$ cat src/rtl/cpu_mem_pkg.sv
// cpu_mem_pkg: shared state encoding and constants for the CPU memory controller
package cpu_mem_pkg;
  typedef enum logic [1:0] {ISSUE, WAIT, RUN} mem_state_e;
  localparam int DATA_WIDTH = 32;
  localparam logic [31:0] ERR_RDATA = 32'hDEAD_BEEF;
endpackage

$ cat src/rtl/mem_wait_timer.sv
// mem_wait_timer: cycle counter bounding how long a read may wait for rvalid
module mem_wait_timer #(
  parameter int TIMEOUT_CYCLES = 255
) (
  input  logic clk,
  input  logic rst,
  input  logic clr,
  input  logic en,
  output logic expired
);
  localparam int W = $clog2(TIMEOUT_CYCLES);
  logic [W-1:0] cnt;
  assign expired = cnt == W'(TIMEOUT_CYCLES - 1);
  // count waiting cycles, restarting whenever the controller is not waiting
  always_ff @(posedge clk or posedge rst)
    if (rst) cnt <= '0;
    else if (clr) cnt <= '0;
    else if (en) cnt <= cnt + 1'b1;
endmodule

$ cat src/rtl/cpu_mem_ctrl.sv
// cpu_mem_ctrl: stalls the CPU around req/gnt/rvalid memory accesses; CPU_MEM_RDCACHE_EN adds a one-entry read buffer
module cpu_mem_ctrl #(
  parameter int DATA_WIDTH     = cpu_mem_pkg::DATA_WIDTH,
  parameter int MEM_ADDR_WIDTH = 10,
  parameter int TIMEOUT_CYCLES = 255
) (
  input  logic                      clk,
  input  logic                      rst,
  input  logic                      run_en,
  input  logic [31:0]               cpu_mem_addr,
  input  logic                      cpu_wr_en,
  input  logic [DATA_WIDTH-1:0]     cpu_w_data,
  output logic [DATA_WIDTH-1:0]     cpu_r_data,
  output logic                      cpu_clk_en,
  output logic                      mem_req,
  output logic                      mem_we,
  output logic [MEM_ADDR_WIDTH-1:0] mem_addr,
  output logic [DATA_WIDTH-1:0]     mem_wdata,
  input  logic                      mem_gnt,
  input  logic                      mem_rvalid,
  input  logic [DATA_WIDTH-1:0]     mem_rdata,
  output logic                      err
);
  import cpu_mem_pkg::*;
  mem_state_e state;
  logic req_q;
  logic rd_hit;
  logic expired;
  logic unused_addr_bits;
  assign unused_addr_bits = &{1'b0, cpu_mem_addr[31:MEM_ADDR_WIDTH+2]};
  assign mem_addr   = cpu_mem_addr[MEM_ADDR_WIDTH+1:2];
  assign mem_wdata  = cpu_w_data;
  assign mem_req    = req_q & ~rd_hit;
  assign mem_we     = cpu_wr_en & mem_req;
  assign cpu_clk_en = (state == RUN) & run_en;
  mem_wait_timer #(.TIMEOUT_CYCLES(TIMEOUT_CYCLES)) u_timer (
    .clk    (clk),
    .rst    (rst),
    .clr    (state != WAIT),
    .en     ((state == WAIT) & ~mem_rvalid),
    .expired(expired)
  );
`ifdef CPU_MEM_RDCACHE_EN
  logic                      tag_valid;
  logic [MEM_ADDR_WIDTH-1:0] tag;
  assign rd_hit = (state == ISSUE) & ~cpu_wr_en & tag_valid & (tag == mem_addr);
  // track the last word read; writes to it and timeouts drop it
  always_ff @(posedge clk or posedge rst)
    if (rst) begin
      tag_valid <= 1'b0;
      tag       <= '0;
    end else if ((state == ISSUE) & req_q & mem_gnt & cpu_wr_en & (tag == mem_addr)) begin
      tag_valid <= 1'b0;
    end else if (((state == ISSUE) & req_q & mem_gnt & ~cpu_wr_en & mem_rvalid & ~rd_hit) |
                 ((state == WAIT) & mem_rvalid)) begin
      tag_valid <= 1'b1;
      tag       <= mem_addr;
    end else if ((state == WAIT) & expired) begin
      tag_valid <= 1'b0;
    end
`else
  assign rd_hit = 1'b0;
`endif
  // access sequencing: issue, optionally wait for read data, then release one CPU step
  always_ff @(posedge clk or posedge rst)
    if (rst) begin
      state      <= ISSUE;
      req_q      <= 1'b0;
      cpu_r_data <= '0;
      err        <= 1'b0;
    end else begin
      case (state)
        ISSUE: begin
          if (|cpu_mem_addr[1:0]) err <= 1'b1;
          if (rd_hit) begin
            state <= RUN;
            req_q <= 1'b0;
          end else if (req_q & mem_gnt) begin
            req_q <= 1'b0;
            if (cpu_wr_en) state <= RUN;
            else if (mem_rvalid) begin
              cpu_r_data <= mem_rdata;
              state      <= RUN;
            end else state <= WAIT;
          end else req_q <= 1'b1;
        end
        WAIT: begin
          if (mem_rvalid) begin
            cpu_r_data <= mem_rdata;
            state      <= RUN;
          end else if (expired) begin
            cpu_r_data <= DATA_WIDTH'(ERR_RDATA);
            err        <= 1'b1;
            state      <= RUN;
          end
        end
        RUN: begin
          if (run_en) begin
            state <= ISSUE;
            req_q <= 1'b1;
          end
        end
        default: begin
          state <= ISSUE;
          req_q <= 1'b0;
        end
      endcase
    end
endmodule

$ cat config.mk
export PLATFORM = sky130hd
export DESIGN_NAME = cpu_mem_ctrl
export DESIGN_NICKNAME = d
export VERILOG_FILES = /design/src/rtl/cpu_mem_pkg.sv /design/src/rtl/mem_wait_timer.sv /design/src/rtl/cpu_mem_ctrl.sv
export SDC_FILE = /design/constraint.sdc
export NUM_CORES = 1
export LEC_CHECK = 0
export ABC_CLOCK_PERIOD_IN_PS = 2400
export BUFFER_PORTS_ARGS = -buffer_cell sky130_fd_sc_hd__clkbuf_2
export CAP_MARGIN = 20
export CELL_PAD_IN_SITES_DETAIL_PLACEMENT = 1
export CELL_PAD_IN_SITES_GLOBAL_PLACEMENT = 2
export CORE_MARGIN = 2
export CORE_UTILIZATION = 21
export DETAILED_ROUTE_END_ITERATION = 7
export PLACE_DENSITY = 0.89
export SYNTH_ARGS = -nofsm -noshare
export SYNTH_HDL_FRONTEND = slang
export SYNTH_HIERARCHICAL = 1
export SYNTH_SLANG_ARGS = --single-unit
$ cat constraint.sdc
create_clock -name clk -period 2.4 [get_ports clk]
set_input_delay 0.24 -clock clk [delete_from_list [all_inputs] [get_ports clk]]
set_output_delay 0.24 -clock clk [all_outputs]
set_load 0.02 [all_outputs]
## Word-level counts from Yosys, hierarchy flattened

Cells that the tools add are included.

| storage, ports and cells | value |
|---|---|
| bits in registers | 44 |
| word-level logic and storage cells | 54 |

| operators by class | value |
|---|---|
| add/sub/neg operators | 1 |
| equality and inequality tests | 12 |
| muxes and demuxes | 22 |
| bitwise operators | 6 |
| reduce and logical (&&, ||, !) cells | 8 |

Operators with widths:

| operator | number |
|---|---|
| two-way mux 32 bit | 5 |
| case mux 32 bit (2 select lines) | 1 |
| two-way mux 8 bit | 2 |
| inequality test 2 bit, second input constant | 7 |
| two-way mux 2 bit | 6 |
| adder 8 x 1 -> 8 bit, second input constant | 1 |
| == test 8 bit, second input constant | 1 |
| case mux 2 bit (3 select lines) | 1 |
| two-way mux 1 bit | 5 |
| AND reduction 5 bit | 1 |
| bitwise AND 1 bit | 4 |
| AND reduction 4 bit | 1 |
| nonzero test 2 bit | 2 |
| inequality test 3 bit, second input constant | 1 |
| case mux 1 bit (3 select lines) | 1 |
| AND reduction 3 bit | 1 |
| == test 2 x 1 -> 1 bit, second input constant | 1 |
| == test 2 bit, second input constant | 1 |
| zero test 2 bit | 1 |
| inequality test 2 x 1 -> 1 bit, second input constant | 1 |
| inverter 1 bit | 2 |
| case mux 1 bit (2 select lines) | 1 |
| AND reduction 2 bit | 1 |
| OR reduction 2 bit | 1 |

## Depth between registers and ports, before layout

| logic depth | value |
|---|---|
| depth after elaboration | 4 |
| gate-level depth with buffers | 8 |
| gate-level depth less buffers | 7 |

## Modules after synthesis

The synthesis kept the hierarchy.

By module, submodules not included:

| module | instances | cells each | area an instance (µm²) | sequential area each (µm²) |
|---|---|---|---|---|
| cpu_mem_ctrl | 1 | 144 | 1776.7 | 900.9 |
| mem_wait_timer | 1 | 42 | 406.6 | 200.2 |

## Least setup slack after synthesis

Ideal clock, no wire load.

| timing | value |
|---|---|
| kind | reg2reg |
| start | reg state[1] |
| end | reg u_timer.cnt[7] |
| data arrival time | 1596 ps |
| setup slack | 726 ps |
| cell stages (with the launch flop) | 8 |
| path buffers | 2 |
| cells stage by stage | dfrtp_1 -> buf_6 -> nand2b_1 -> nor2_1 -> buf_2 -> nand3_1 -> or4_1 -> a21oi_1 |

| between the ends | value |
|---|---|
| longest elaborated chain between the ends | 3 |

RTL lines:

| what | line | source |
|---|---|---|
| from (decl) | cpu_mem_ctrl.sv:25 | `mem_state_e state;` |
| from (signal assigned) | cpu_mem_ctrl.sv:67 | `state <= ISSUE;` |
| from (signal assigned) | cpu_mem_ctrl.sv:76 | `state <= RUN;` |
| from (signal assigned) | cpu_mem_ctrl.sv:80 | `if (cpu_wr_en) state <= RUN;` |
| == test 2 x 1 -> 1 bit | cpu_mem_ctrl.sv:40 | `.en ((state == WAIT) & ~mem_rvalid),` |
| bitwise AND 1 bit | cpu_mem_ctrl.sv:40 |  |
| nonzero test 2 bit (no line) | - |  |
| to (signal assigned) | mem_wait_timer.sv:18 | `else if (en) cnt <= cnt + 1'b1;` |
| to (decl) | mem_wait_timer.sv:12 | `logic [W-1:0] cnt;` |

Parallel ways exist; a longest one is shown, timed or not.
A chain may end at the register's enable or synchronous reset.

## Worst setup path after layout

| timing | value |
|---|---|
| start | reg u_timer.cnt[0] |
| end | reg cpu_r_data[16] |

| between the ends | value |
|---|---|
| longest elaborated chain between the ends | 3 |

RTL lines:

| what | line | source |
|---|---|---|
| == test 8 bit | mem_wait_timer.sv:13 | `assign expired = cnt == W'(TIMEOUT_CYCLES - 1);` |
| named net expired | cpu_mem_ctrl.sv:28 | `logic expired;` |
| inequality test 3 bit (no line) | - |  |
| AND reduction 5 bit (no line) | - |  |
| to (signal assigned) | cpu_mem_ctrl.sv:82 | `cpu_r_data <= mem_rdata;` |
| to (signal assigned) | cpu_mem_ctrl.sv:89 | `cpu_r_data <= mem_rdata;` |
| to (signal assigned) | cpu_mem_ctrl.sv:92 | `cpu_r_data <= DATA_WIDTH'(ERR_RDATA);` |
| to (decl) | cpu_mem_ctrl.sv:13 | `output logic [DATA_WIDTH-1:0] cpu_r_data,` |

The timed path passes the listed nets, and every way through them passes these cells.

==> qor.yml <==
status: "finished, final reports clean"
final_util_pct: 24.1
nets: 328
synth_top_family_by_area: "compound AO/OA/AOI/OAI gates"
core_sq_mm: 0.0102
syn_area_sq_mm: 0.00218
synth_nets: 290
drc_errors: 0
first_pass_iters: 4
async_flop_share_pct: 100
routed_wl_mm: 5.36
cts_resized: 0
power_leakage_nw: 1.13
yosys.area_share.simple_pct: 8.08
postRouteAntennaNets: 0
worstSkewPairLatency_ps: 290
final_cells: 358
grt_overflow: 0
slew_viol_final: 0
placedCellCount: 352
synthAdderAreaFrac_pct: 1.15
rows: 37
place_congestion: 0.741
vias: 1543
min_period_ps: 1940
synth_ff_type: "dfrtp_1"
die_area_sq_mm: 0.0112
routed_via_density: 4.31
ys_warn_count: 6
start_util_pct: 21.3
worstPathCellList: "inv_1 -> ha_1 -> nand3_1 -> nor2_1 -> nor2_1 -> o22ai_4 -> o22a_2"
worst_setup_path_end_kind: "flip-flop"
path_max_fanout: 24
grt_usage_pct: 9.79
synthCells: 186
postCtsSetupRepairBufs: 0
relSlewSlack_pct: 47.0
die_width_um: 106
avgRoutedWirePerCell_um: 15.0
crit_slowest_cell: "o22ai_4"
dp_hpwl_mm: 4.08
first_iter_violations: 13
drive_gt1_share_pct: 43.7
numCtsBuffers: 5
cts.sinks: 44
clk_root_buffer_cell: "clkbuf_8"
finalHoldViolCount: 0
crit_arrival_ps: 2170
io_buffers: 75
synth_common_cells: "dfrtp_1, buf_4, o22a_1"
finalSetupViolCount: 0
h-tree-depth: 2
maxCapViolCount: 0
yosys-top-cells-area: "dfrtp_1, buf_4, o22a_1"
synth_edf_count: 0
syn_avg_cell_area_sq_um: 11.7
grt_max_degree: 25
yosysMostFrequentCell: "dfrtp_1"
antenna_cells: 0
grt_first_pass_wirelength_mm: 8.58
cp_common_cell: "nor2_1"
antenna_found_initial: 0
yosysTopAreaCellShare_pct: 50.4
muxShareOfSynthArea_pct: 0.516
finalCritPeriodShare_pct: 80.9
yosys.area.top_type: "dfrtp_1"
area_growth_pct: 13.1
grt_pass1_vias: 1685
crit_required_ps: 2630
yosys.area_share.xor_xnor_pct: 1.60
synth.ff_latch_count: 44
cts_tree: "done"
tns_ps: 0
critPathKind: "reg2reg"
synth-seq-area-share_pct: 50.4
peakVddDrop_v: 0.000367
clk_path_buf_depth: 2
worst_slew_pin_slew_ps: 794
fmax_mhz: 515
skew_ps: 7.95
hp-class: "in2reg"
synth_compound_area_share_pct: 19.4
clkTransAtPathRegs_ps: 80
rsz0062_at_grt: "no"
die_y_um: 106
num_io_pins: 180
max_stage_delay_ps: 600
synth_cell_types: 38
power.density_mw_per_mm2: 1140
crit_path_start_kind: "flip-flop"
==> cell families (layout without fill, tap and decap cells) <==
group	count (synthesis)	in the layout
buf+inv	57	93
compound gates	49	49
flops	44	44
simple gates	29	29
xor+xnor	4	4
fa+ha+maj	2	2
mux	1	1
==> cell type report <==
class	instances	area (sq um)
Clock buffer	5	68.8
Fill cell	1168	7760
Inverter	8	30.0
Multi-Input combinational cell	85	672
Sequential cell	44	1100
Tap cell	136	170
Timing Repair Buffer	80	428
==> registers in the layout (all words and copies together) (netlist names) <==
name	flops
cpu_r_data	32
err	1
mem_req	1
state	2
u_timer/cnt	8
==> critical path: cells and delay by family, from the launching register on <==
kind / cells / cell delay [ps]
AO/OA/AOI/OAI: 2 / 840
adder cells (fa/ha/maj): 1 / 130
buffers and inverters: 1 / 80
flip-flops: 1 / 440
AND/OR/NAND/NOR: 3 / 380
==> timing repair <==
action	in CTS	in global routing
hold buffers	1	0
setup endpoints to repair	0	0
endpoints found under the hold margin	8	0
==> layer usage <==
metal | up-vias | wire, um | share of wire (%) | GRT usage, %
li1 | 692 | - | - | -
met1 | 768 | 2180 | 41 | 11.2
met2 | 52 | 2680 | 50 | 16.9
met3 | 31 | 362 | 6.7 | 3.13
met4 | 0 | 148 | 2.8 | 4.14
met5 | - | 0 | 0 | 0
==> worst paths after layout <==
kind,end,cells past startpoint,from,slack (ps)
setup reg to reg,cpu_r_data[16],7,u_timer/cnt[0],460
hold / removal,cpu_r_data[1],2,mem_rdata[1],160
setup / recovery,cpu_r_data[16],7,u_timer/cnt[0],460
min in group asynchronous,u_timer/cnt[2],3,rst,450
hold reg to reg,err,2,err,470
max in group asynchronous,cpu_r_data[10],4,rst,1180
==> cell usage in the layout (no fill, tap or decap), types with 2 or more instances in the layout <==
master,instances
a21oi_1,4
nand2_1,2
nor3_1,2
o31ai_1,2
o21ai_0,4
ha_1,2
nand4_1,2
dfrtp_1,44
o22a_2,5
xor2_1,3
inv_1,8
buf_4,3
nor2_1,8
clkbuf_2,75
a22o_1,8
or3_1,2
o22a_1,20
clkbuf_8,5
nand3_1,3
==> through the flow <==
stage / instance area [sq um] / hold slack, ps / setup WS [ps] / power (mW)
2_1_floorplan: 2180 / 55.7 / 726 / 2.11
3_3_place_gp: 2390 / 200 / 455 / 2.39
3_5_place_dp: 2390 / 211 / 439 / 2.44
4_1_cts: 2470 / 142 / 415 / 2.89
5_1_grt: 2470 / 143 / 211 / 3.02
6_report: 2470 / 159 / 459 / 2.82
==> power breakdown <==
| part | switching [mW] | total, mW | internal, mW |
|---|---|---|---|
| clock network | 0.232 | 0.420 | 0.188 |
| logic | 0.698 | 1.21 | 0.513 |
| registers | 0.168 | 1.19 | 1.02 |
Note: power is estimated with default switching activity, not from simulation.
